`config.mk`:
```
export PLATFORM = sky130hd
export DESIGN_NAME = tap_regs
export DESIGN_NICKNAME = d
export VERILOG_FILES = /design/src/rtl/tap_regs.sv
export SDC_FILE = /design/constraint.sdc
export NUM_CORES = 1
export LEC_CHECK = 0
export BUFFER_PORTS_ARGS = -buffer_cell sky130_fd_sc_hd__buf_4
export CORE_AREA = 2 2 79 81
export CTS_CLUSTER_DIAMETER = 80
export CTS_CLUSTER_SIZE = 14
export DETAILED_ROUTE_END_ITERATION = 16
export DIE_AREA = 0 0 81 83
export GPL_ROUTABILITY_DRIVEN = 0
export HOLD_SLACK_MARGIN = 0.05
export PLACE_DENSITY = 0.69
export SYNTH_ARGS = -nofsm -noshare
export SYNTH_HDL_FRONTEND = slang
export SYNTH_SLANG_ARGS = --single-unit
```
`constraint.sdc`:
```
create_clock -name tck_i -period 1.3 [get_ports tck_i]
set_input_delay 0.26 -clock tck_i [delete_from_list [all_inputs] [get_ports tck_i]]
set_output_delay 0.26 -clock tck_i [all_outputs]
set_load 0.005 [all_outputs]
```
`src/rtl/tap_regs.sv`:
```
// tap_regs: JTAG instruction register plus IDCODE, USERDATA and BYPASS
// data registers, driven by decoded TAP controller state inputs.
// Optional feature macro: TAP_USERDATA_EN enables the USERDATA register
// and the user_* parallel ports. Without it, 5'h10 decodes as BYPASS and
// the user outputs are tied low.
module tap_regs #(
   parameter logic [31:0] IDCODE_VALUE = 32'h1000_5A5B,
   parameter logic [4:0]  IR_RESET     = 5'h01
) (
   input  logic        tck_i,
   input  logic        trst_i,
   input  logic        tdi_i,
   input  logic        shiftIR_i,
   input  logic        captureIR_i,
   input  logic        updateIR_i,
   input  logic        shiftDR_i,
   input  logic        captureDR_i,
   input  logic        updateDR_i,
   input  logic        SelectIR_i,
   output logic        tdo_o,
   output logic [4:0]  instr_o,
   input  logic [31:0] user_rdata_i,
   output logic [31:0] user_wdata_o,
   output logic        user_wvalid_o
);

   typedef enum logic [1:0] {
      SEL_BYPASS = 2'd0,
      SEL_IDCODE = 2'd1,
      SEL_USER   = 2'd2
   } dr_sel_t;

   function automatic dr_sel_t decode(input logic [4:0] ir);
      case (ir)
         5'h01:   decode = SEL_IDCODE;
`ifdef TAP_USERDATA_EN
         5'h10:   decode = SEL_USER;
`endif
         default: decode = SEL_BYPASS;
      endcase
   endfunction

   logic [4:0]  ir_sr;
   logic [31:0] idcode_sr;
   logic        bypass_sr;
   logic        dr_bit0;
   // DR selection is frozen at capture so an IR update mid-scan cannot
   // redirect a shift that is already under way.
   dr_sel_t     dr_sel;

   // Instruction shift register and the active instruction.
   always_ff @(posedge tck_i or posedge trst_i) begin
      if (trst_i) begin
         ir_sr   <= 5'b00001;
         instr_o <= IR_RESET;
      end else begin
         if (captureIR_i)
            ir_sr <= 5'b00001;
         else if (shiftIR_i)
            ir_sr <= {tdi_i, ir_sr[4:1]};
         if (updateIR_i)
            instr_o <= ir_sr;
      end
   end

   // Latch the DR selection from the instruction at capture time.
   always_ff @(posedge tck_i or posedge trst_i) begin
      if (trst_i)
         dr_sel <= decode(IR_RESET);
      else if (captureDR_i)
         dr_sel <= decode(instr_o);
   end

   // IDCODE data register; capture wins over a simultaneous shift.
   always_ff @(posedge tck_i or posedge trst_i) begin
      if (trst_i)
         idcode_sr <= IDCODE_VALUE;
      else if (captureDR_i) begin
         if (decode(instr_o) == SEL_IDCODE)
            idcode_sr <= IDCODE_VALUE;
      end else if (shiftDR_i && dr_sel == SEL_IDCODE)
         idcode_sr <= {tdi_i, idcode_sr[31:1]};
   end

   // One-bit bypass register.
   always_ff @(posedge tck_i or posedge trst_i) begin
      if (trst_i)
         bypass_sr <= 1'b0;
      else if (captureDR_i) begin
         if (decode(instr_o) == SEL_BYPASS)
            bypass_sr <= 1'b0;
      end else if (shiftDR_i && dr_sel == SEL_BYPASS)
         bypass_sr <= tdi_i;
   end

`ifdef TAP_USERDATA_EN
   logic [31:0] user_sr;

   // USERDATA shift register loaded from the parallel read port.
   always_ff @(posedge tck_i or posedge trst_i) begin
      if (trst_i)
         user_sr <= '0;
      else if (captureDR_i) begin
         if (decode(instr_o) == SEL_USER)
            user_sr <= user_rdata_i;
      end else if (shiftDR_i && dr_sel == SEL_USER)
         user_sr <= {tdi_i, user_sr[31:1]};
   end

   // Parallel write port with a single-cycle valid strobe on update.
   always_ff @(posedge tck_i or posedge trst_i) begin
      if (trst_i) begin
         user_wdata_o  <= '0;
         user_wvalid_o <= 1'b0;
      end else begin
         user_wvalid_o <= updateDR_i && (dr_sel == SEL_USER);
         if (updateDR_i && dr_sel == SEL_USER)
            user_wdata_o <= user_sr;
      end
   end
`else
   logic unused_rdata;
   assign unused_rdata  = ^user_rdata_i;
   assign user_wdata_o  = '0;
   assign user_wvalid_o = 1'b0;
`endif

   // Serial output bit of the latched data register.
   always_comb begin
      dr_bit0 = bypass_sr;
      case (dr_sel)
         SEL_IDCODE: dr_bit0 = idcode_sr[0];
`ifdef TAP_USERDATA_EN
         SEL_USER:   dr_bit0 = user_sr[0];
`endif
         default:    dr_bit0 = bypass_sr;
      endcase
   end

   // TDO changes on the falling edge so the far end samples it on the rise.
   always_ff @(negedge tck_i or posedge trst_i) begin
      if (trst_i)
         tdo_o <= 1'b0;
      else if (shiftIR_i && SelectIR_i)
         tdo_o <= ir_sr[0];
      else if (shiftDR_i)
         tdo_o <= dr_bit0;
      else
         tdo_o <= 1'b0;
   end

endmodule
```
* After elaboration in Yosys (flattened, before gate mapping)
Cells that the tools add are included.
** Cells by class
- Equality and inequality tests :: 5
- Multiplexer cells :: 13
- Reduce and logical (&&, ||, !) cells :: 10
** Operators by type and width (number)
- $mux 32 :: 3
- $mux 5 :: 2
- $mux 1 :: 7
- $reduce_bool 2->1 :: 3
- $eq 5x1->1 const B :: 1
- $eq 2x1->1 const B :: 2
- $logic_not 2->1 :: 2
- $ne 2x1->1 const B :: 2
- $reduce_and 2->1 :: 2
- $logic_and 1x1->1 :: 3
- $mux 2 :: 1
** Word-level totals
- Bits in registers :: 46
- Input bits :: 42
- Output and inout bits :: 39
- Word-level logic and storage cells :: 34

* Logic depth before layout (Yosys ltp)
- Depth after elaboration :: 6
- Mapped depth :: 5
- Depth with buffers taken out :: 3

==> flow_summary.yaml <==
clock_tree:
  cts.reportedPaths.clkPinSlew_ps: 80
  cts-root-buf: "clkbuf_8"
  clkSinkCount: 45
  cts_inserted_buffers: 5
  clk_path_buf_depth: 2
  tritoncts: "built"
  clock_latency_ps: 300
  htreeDepth: 2
logic_synthesis:
  synth.top_cell.area_share: 0.344
  synth.lib_cells_used.distinct: 29
  number_of_register_bits_inferred_by_synthesis: 45
  yosysWarningCount: 0
  synthesized_instance_count: 215
  post-synth-top-count-cell: "buf_4"
  postSynth.topFlopCell: "dfrtp_1"
  main_area_contributors_after_synthesis: "dfrtp_1 (34%), dfstp_2 (15%), buf_4 (11%)"
  netlist_area_um2: 2250
  synth_top_area_cell: "dfrtp_1"
  async_flop_share: 1.00
  synth_commonest_cells: "buf_4 (33), dfrtp_1 (31), inv_1 (24), nand2_1 (24), o32ai_1 (18)"
  post_synth_edffs: 0
  seq_total_area_yosys: 0.507
  postSynthAreaPerCell_um2: 10.5
critical_path:
  setup.reg_to_reg.worst_slack_ps: -300
  cp.required_ps: 1040
  critical-path-top-delay-family: "flip-flops"
  reg2reg_to: "tdo_o$_DFF_NP0_"
  path_max_fanout: 1
  critPathCaptureType: "primary output"
  rr_startpoint: "dr_sel[0]$_DFFE_PP1P_"
  reg2reg_depth: 2
  worst_path_max_delay_cell: "dfrtn_1"
  critPathKind: "register to primary output"
  worst_ep_arrival_time_ps: 1430
  worst_setup_path_endpoint: "tdo_o"
  worstSetupPathDepth: 1
  setup.worst_path.start: "tdo_o$_DFF_NP0_"
  startpoint_type: "register"
  crit_path_max_cell_delay_ps: 380
  worstPathBufferInverterCount: 1
  crit_chain: "buf_4"
min_path:
  hold_path_depth: 2
  hold_crit_class: "input port to register"
  min-delay-start: "captureIR_i"
outcome:
  run_status: "finished, violations left"
  failing_checks: "negative setup slack"
cells_and_area:
  final_core_utilization: 0.503
  layout-drive-gt1-share: 0.432
  area.growth.synth_to_final_pct: 29.8
  antenna_cells_inserted: 0
  design.final.nets: 284
power_and_ir_drop:
  power_mw: 3.50
  power_density_nw_per_um2: 1200
  power.ir.vdd_worst_uv: 703
  leakage_nw: 1.29
global_route:
  grt_pass1_vias: 1432
  grt_total_ovfl: 0
  grt_max_degree: 48
  global_route_wire_length_before_repair_mm: 6.94
  gr-usage-all-layers: 0.132
  number_of_antenna_violations_at_the_first_check_in_global_routing: 0
sta:
  setup_tns_ps: -3270
  post-route-worst-setup-slack_ps: -391
  timing.final.setup_violations: 31
  fin_skew_ps: 8.14
  final-max-slew-violation-count: 0
  grt_setup_unrepaired: "yes"
  finalHoldViolCount: 0
placement:
  dp_worst_setup_slack_ps: -295
  numPortBuffers: 14
  post-dp-hpwl_mm: 2.33
routing:
  wl_per_cell_um: 14.3
  drt-initial-drc-count: 79
  drt_pre_antenna_iters: 3
  vias: 1509
  drt_drc_violations_left: 0
  drtAntennaViolNets: 0
  average_via_count_per_standard_cell: 4.75
  wl_mm: 4.55
flow_run:
  max-cap-violations: 0
floorplan:
  row_count: 28
  die_y_um: 83
  placeable_core_region_um2: 5820
  die_area_um2: 6720
  io_pins: 81
  initial_core_utilization: 0.387
  fp.dieW_um: 81
==> flip-flops by register name, summed over array words and instances, names as in the netlist <==
signal	cells
bypass_sr	1
dr_sel	1
idcode_sr	32
instr_o	5
ir_sr	5
tdo_o	1
==> how the worst min path moves through the flow <==
stage,endpoint,slack [ps]
floorplan,bypass_sr$_DFFE_PP0P_,270
global placement,bypass_sr$_DFFE_PP0P_,360
detailed placement,idcode_sr[31]$_DFFE_PP0P_,360
CTS,ir_sr[4]$_DFFE_PP0P_,140
global route,ir_sr[4]$_DFFE_PP0P_,150
finish,ir_sr[4]$_DFFE_PP0P_,150
==> cells in the final DEF (no fill, tap or decap), types with 2 or more instances in the layout <==
cell       count
inv_1         23
buf_8          3
buf_4         28
a21oi_2        4
nor2b_1        2
o32ai_2       21
nor3_2         3
mux2_2         5
dfstp_2       13
conb_1        33
nor3_4         3
a31oi_4        5
bufinv_16      2
dfrtp_1       31
nand2_1       24
mux2i_1        6
nor2_1         8
nor3_1         4
clkbuf_8       5
==> stage by stage <==
step                      instances  instance area, µm²  hold slack [ps]
after detailed placement        304                2370              361
after global placement          304                2370              356
after CTS                       317                2630              137
after global routing            318                2920              154
after floorplan                 247                2380              266
final                           318                2920              151
==> layer usage <==
layer,vias to the layer above,global-route usage,share of wire,wire (µm)
met5,-,0,0,0
met4,0,0.0647,0.018,82
met3,8,0.0261,0.024,111
met2,29,0.206,0.55,2500
met1,759,0.172,0.41,1850
li1,713,-,-,-
==> repair_timing <==
action | 4_1_cts | 5_1_grt
setup endpoints to repair | 25 | 35
hold endpoints to repair | 19 | 0
cloned | 2 | 2
setup buffers | 2 | 1
pin swaps | 2 | 10
gates resized for setup | 10 | 47
hold buffers | 1 | 0
==> logic make-up (layout without fill, tap and decap cells) <==
kind of cell           after synthesis  after routing  share of synthesized area
DFF                                 45             45                      0.507
muxes                               11             11                     0.0517
and+or+nand+nor                     50             50                      0.107
buffers and inverters               72             68                      0.196
other                                1             33                    0.00167
AOI/OAI and AO/OA                   36             36                      0.137
==> power by group <==
part,switching [mW],internal [mW],total (mW)
clock,0.472,0.763,1.23
sequential,0.0628,1.53,1.59
combinational,0.365,0.304,0.669
total,0.900,2.60,3.50
==> worst register-to-register path, cell delays in order, from the launching register on <==
cell and delay [ps]:
dfstp_2 540, mux2i_1 190, o21ai_1 70
==> cell type report <==
type,count,area (µm²)
clock buffers,5,68.8
clock inverters,3,65.1
fillers,520,2890
inverters,24,93.8
multi-input cells,130,1110
flip-flops and latches,45,1140
well taps,75,93.8
repair buffers,36,349
No activity file was read; power rests on OpenSTA's default activity.
